<file path="config.mk">
export PLATFORM = sky130hd
export DESIGN_NAME = led_breath_pwm
export DESIGN_NICKNAME = d
export VERILOG_FILES = /design/src/rtl/led_pkg.sv /design/src/rtl/led_pwm_channel.sv /design/src/rtl/led_breath_pwm.sv
export SDC_FILE = /design/constraint.sdc
export NUM_CORES = 1
export LEC_CHECK = 0
export CORE_AREA = 8 8 101 103
export CTS_CLUSTER_DIAMETER = 60
export DETAILED_ROUTE_END_ITERATION = 12
export DIE_AREA = 0 0 109 111
export GPL_TIMING_DRIVEN = 0
export HOLD_SLACK_MARGIN = 0.1
export PLACE_DENSITY = 0.54
export REMOVE_ABC_BUFFERS = 1
export SYNTH_ARGS = -nofsm -noshare
export SYNTH_HDL_FRONTEND = slang
export SYNTH_SLANG_ARGS = --single-unit
</file>
<file path="constraint.sdc">
create_clock -name clk -period 4.87 [get_ports clk]
set_input_delay 1.2175 -clock clk [delete_from_list [all_inputs] [get_ports clk]]
set_output_delay 1.2175 -clock clk [all_outputs]
set_load 0.05 [all_outputs]
</file>
<file path="src/rtl/led_pkg.sv">
// Shared widths, FSM encoding and the phase-to-triangle fold for the LED breathing PWM.
package led_pkg;

  localparam int PWM_BITS   = 8;
  localparam int PHASE_BITS = 9;

  typedef enum logic [1:0] {
    ST_IDLE  = 2'd0,
    ST_RUN   = 2'd1,
    ST_DRAIN = 2'd2
  } led_state_t;

  // Upper half of the phase circle runs the 8-bit ramp back down.
  function automatic logic [PWM_BITS-1:0] tri_fold(input logic [PHASE_BITS-1:0] phase);
    return phase[PHASE_BITS-1] ? ~phase[PWM_BITS-1:0] : phase[PWM_BITS-1:0];
  endfunction

endpackage

</file>
<file path="src/rtl/led_pwm_channel.sv">
// One PWM channel: period-latched duty, optional gamma curve, registered compare output.
// Build option: define LED_GAMMA_EN to square the duty level before latching.
module led_pwm_channel
  import led_pkg::*;
(
  input  logic                clk,
  input  logic                rst,
  input  logic                load,
  input  logic [PWM_BITS-1:0] level,
  input  logic [PWM_BITS-1:0] pwm_cnt,
  input  logic                active,
  output logic                led
);

  logic [PWM_BITS-1:0] duty_reg;
  logic [PWM_BITS-1:0] duty_next;
  logic                led_reg;

`ifdef LED_GAMMA_EN
  logic [2*PWM_BITS-1:0] level_sq;
  assign level_sq  = {{PWM_BITS{1'b0}}, level} * {{PWM_BITS{1'b0}}, level};
  assign duty_next = level_sq[2*PWM_BITS-1:PWM_BITS];
`else
  assign duty_next = level;
`endif

  // Duty only changes at a period boundary, so a period is never cut short or stretched.
  always_ff @(posedge clk) begin
    if (rst) begin
      duty_reg <= '0;
      led_reg  <= 1'b0;
    end else begin
      if (load) begin
        duty_reg <= duty_next;
      end
      led_reg <= active && (pwm_cnt < duty_reg);
    end
  end

  assign led = led_reg;

endmodule

</file>
<file path="src/rtl/led_breath_pwm.sv">
// Three phase-offset breathing LEDs from one shared triangle-phase generator.
// Build option: LED_GAMMA_EN selects a squared (gamma) duty curve in each channel.
module led_breath_pwm
  import led_pkg::*;
#(
  parameter int STEP_PERIODS = 16,
  parameter int CH_OFFSET    = 170
) (
  input  logic       clk,
  input  logic       rst,
  input  logic       en,
  output logic [2:0] led,
  output logic       pwm_wrap,
  output logic       busy
);

  localparam int STEP_W = (STEP_PERIODS > 1) ? $clog2(STEP_PERIODS) : 1;
  localparam logic [STEP_W-1:0] STEP_LAST = STEP_W'(STEP_PERIODS - 1);

  led_state_t            state_reg;
  led_state_t            state_next;
  logic [PWM_BITS-1:0]   pwm_cnt_reg;
  logic [STEP_W-1:0]     step_cnt_reg;
  logic [PHASE_BITS-1:0] phase_reg;
  logic                  at_wrap;
  logic                  load;
  logic                  active;

  assign at_wrap = (pwm_cnt_reg == {PWM_BITS{1'b1}});

  always_ff @(posedge clk) begin
    if (rst) begin
      state_reg <= ST_IDLE;
    end else begin
      state_reg <= state_next;
    end
  end

  // DRAIN only leaves for IDLE on the last count, so the final period always completes.
  always_comb begin
    state_next = state_reg;
    case (state_reg)
      ST_IDLE:  if (en) state_next = ST_RUN;
      ST_RUN:   if (!en) state_next = ST_DRAIN;
      ST_DRAIN: begin
        if (en) begin
          state_next = ST_RUN;
        end else if (at_wrap) begin
          state_next = ST_IDLE;
        end
      end
      default:  state_next = ST_IDLE;
    endcase
  end

  always_comb begin
    busy     = (state_reg != ST_IDLE);
    active   = busy;
    pwm_wrap = busy && at_wrap;
    load     = pwm_wrap || ((state_reg == ST_IDLE) && en);
  end

  // phase and step_cnt survive IDLE so a restart resumes the breath where it stopped.
  always_ff @(posedge clk) begin
    if (rst) begin
      pwm_cnt_reg  <= '0;
      step_cnt_reg <= '0;
      phase_reg    <= '0;
    end else if (busy) begin
      pwm_cnt_reg <= pwm_cnt_reg + 1'b1;
      if (at_wrap) begin
        if (step_cnt_reg == STEP_LAST) begin
          step_cnt_reg <= '0;
          phase_reg    <= phase_reg + 1'b1;
        end else begin
          step_cnt_reg <= step_cnt_reg + 1'b1;
        end
      end
    end else begin
      pwm_cnt_reg <= '0;
    end
  end

  genvar gi;
  generate
    for (gi = 0; gi < 3; gi++) begin : g_ch
      localparam logic [PHASE_BITS-1:0] CH_PHASE_OFS =
        PHASE_BITS'((gi * CH_OFFSET) % (1 << PHASE_BITS));
      logic [PHASE_BITS-1:0] ch_phase;
      logic [PWM_BITS-1:0]   ch_level;

      assign ch_phase = phase_reg + CH_PHASE_OFS;
      assign ch_level = tri_fold(ch_phase);

      led_pwm_channel u_ch (
        .clk     (clk),
        .rst     (rst),
        .load    (load),
        .level   (ch_level),
        .pwm_cnt (pwm_cnt_reg),
        .active  (active),
        .led     (led[gi])
      );
    end
  endgenerate

endmodule

</file>
==> flow_metrics.py <==
metrics = {
    "logic_synthesis": {
        "yosys_warnings": 0,
        "synth_edf_count": 0,
        "synthTopCellsByArea": "dfxtp_1 (32%), ha_1 (11%), xnor2_1 (8.2%)",
        "ys_async_sr_fraction_pct": 0,
        "ys.flop_type": "dfxtp_1",
        "yosysTopAreaCellShare_pct": 32.2,
        "synth_area_leader_cell": "dfxtp_1",
        "synth-seq-cells": 50,
        "yosysSeqAreaShare_pct": 32.2,
        "synth_area_per_cell_um2": 9.52,
        "netlist_area_um2": 3110,
        "synthCells": 327,
        "yosysUniqueCellTypes": 48,
    },
    "power_and_ir_drop": {
        "power_switching_uw": 202,
        "ir_drop_mv": 0.0924,
        "p_clk_share_pct": 31.7,
        "seqPwrFrac_pct": 56.0,
        "swShare_pct": 26.0,
        "p_leak_uw": 0.00127,
        "p_comb_share_pct": 12.4,
        "pwr_density_cell_nw_per_um2": 238,
        "power_uw": 778,
        "internal-power_uw": 575,
    },
    "grt": {
        "antenna_found_initial": 0,
        "grt_pass1_wl_um": 10400,
        "grt_pass1_vias": 2170,
        "grt_start_max_net_pins": 45,
        "globalRouteOverflowTotal": 0,
        "grt.total_usage_pct": 10.6,
    },
    "finish": {
        "n_fill_cell": 907,
        "drive_gt1_share_pct": 11.5,
        "register_area_um2": 1000,
        "layout_commonest_cell": "dfxtp_1",
        "area_delta_synth_final_pct": 5.06,
        "multi_input_area_um2": 1870,
        "final_cell_mix": "dfxtp_1 (50), nor2_1 (40), xnor2_1 (29)",
        "insertedDiodeCount": 0,
        "fin_nets": 352,
        "largest_register_ff_count": 24,
    },
    "die": {
        "row_count": 34,
        "die_height_um": 111,
        "initial_core_util_pct": 36.4,
        "ios": 8,
        "die_w_um": 109,
        "die-area_um2": 12100,
        "core_um2": 8550,
    },
    "clock_tree": {
        "cts_buffer_depth": 2,
        "cts-buffers-inserted": 5,
        "ctsHoldBuffers": 0,
        "clk_latency_ps": 300,
        "clk_pin_slew_ps": 90,
        "cts_num_sinks": 50,
        "cts_tree": "yes",
        "cts_max_level": 2,
        "cts_resized": 0,
        "cts_root_buf": "clkbuf_8",
        "postCtsSetupBuffers": 0,
    },
    "sta": {
        "period_share_pct": 74.6,
        "fin_skew_ps": 5.15,
        "finalMaxSlewViolations": 0,
        "setup_tns_ps": 0,
        "finalHoldViolCount": 0,
        "setup_viol": 0,
        "fmax_mhz": 275,
        "slew_headroom_pct": 35.9,
        "worst-slew-pin-transition_ps": 960,
        "rsz0062_at_grt": "no",
        "fin_crit_ps": 3630,
    },
    "job": {
        "cap_violations": 0,
    },
    "worst_setup_path": {
        "critPathCaptureType": "output port",
        "critPathKind": "flip-flop to output port",
        "crit_fanout": 7,
        "cp.required_ps": 3650,
        "startpoint_type": "flip-flop",
        "critPathArrivalTime_ps": 2410,
    },
    "route": {
        "wl_per_cell_um": 13.5,
        "drt_pass1_iterations": 4,
        "drt-initial-drc-count": 109,
        "via_per_inst": 4.83,
        "ant_nets": 0,
        "num_vias": 2070,
        "route.detailed.drc": 0,
        "drt-total-wl_um": 5810,
    },
    "place": {
        "place_hpwl_um": 4180,
        "port_buffers": 7,
        "gp_congestion": 0.737,
    },
    "hold_path": {
        "hp-class": "flip-flop to flip-flop",
    },
    "status": {
        "status": "complete, no violations",
    },
}
power groups by stage:
stage | Combinational, uW | Sequential [uW] | Clock [uW]
global route | 108 | 438 | 268
floorplan | 63.7 | 448 | 0
finish | 96.3 | 435 | 246
global placement | 95.9 | 445 | 0
detailed placement | 97.6 | 445 | 0
CTS | 98.3 | 435 | 258
layout make-up:
type	count	area share, %
Multi-Input combinational cell	232	57.3
Sequential cell	50	30.6
Tap cell	108	4.13
Inverter	25	2.87
Timing Repair Buffer	8	2.60
Clock buffer	6	2.52
metal layers:
layer | vias to the layer above | track usage (%) | wire length, um
li1 | 1099 | - | -
met1 | 951 | 13.3 | 2900
met2 | 13 | 17.2 | 2700
met3 | 7 | 1.98 | 121
met4 | 0 | 4.11 | 95
met5 | - | 0 | 0
metrics by stage:
step	worst slack, ps	cells	hold slack, ps	instance area (um^2)	util [%]
2_1_floorplan	2130	307	426	2970	-
3_3_place_gp	863	422	447	3170	37.1
3_5_place_dp	1550	423	454	3190	37.3
4_1_cts	1200	429	466	3270	38.2
5_1_grt	1070	429	488	3270	38.2
6_report	1240	429	463	3270	38.2
Yosys cell counts, types with 2 or more instances:
master	instances
a211oi_1	8
a211oi_2	18
a21o_1	12
a21oi_1	7
and2_1	2
and3_1	4
buf_1	2
buf_12	2
buf_2	7
buf_4	4
buf_6	2
clkbuf_1	3
dfxtp_1	50
ha_1	27
inv_1	25
mux2i_1	5
nand2_1	9
nand2b_1	5
nand3_1	6
nand4_1	3
nor2_1	40
nor2b_1	2
nor3_1	4
o2111ai_1	3
o21a_1	5
o21ai_0	4
or3_1	3
xnor2_1	29
xor2_1	17
kinds of logic after synthesis:
group,share of synthesized area (%)
AO/OA/AOI/OAI,17.9
XOR/XNOR,14.3
adder cells (fa/ha/maj),10.9
buffers and inverters,7.72
flip-flops,32.2
multiplexers,1.61
AND/OR/NAND/NOR,15.4
worst max-delay path, cell delays in order, from the launching register on:
cell and delay, ps:
dfxtp_1 420, ha_1 260, nand3_4 170, nor3_4 380, clkdlybuf4s50_1 880
path summary, 6_finish.rpt:
check	from	end	slack (ps)	cells after the start
max	pwm_cnt_reg[1]$_SDFF_PP0_	pwm_wrap	1240	4
max reg2reg	pwm_cnt_reg[1]$_SDFF_PP0_	g_ch[2].u_ch.duty_reg[3]$_SDFFE_PP0P_	2440	6
min	g_ch[1].u_ch.duty_reg[1]$_SDFFE_PP0P_	g_ch[1].u_ch.duty_reg[1]$_SDFFE_PP0P_	460	2
min reg2reg	g_ch[1].u_ch.duty_reg[1]$_SDFFE_PP0P_	g_ch[1].u_ch.duty_reg[1]$_SDFFE_PP0P_	460	2
(Power assumes the default switching activity.)
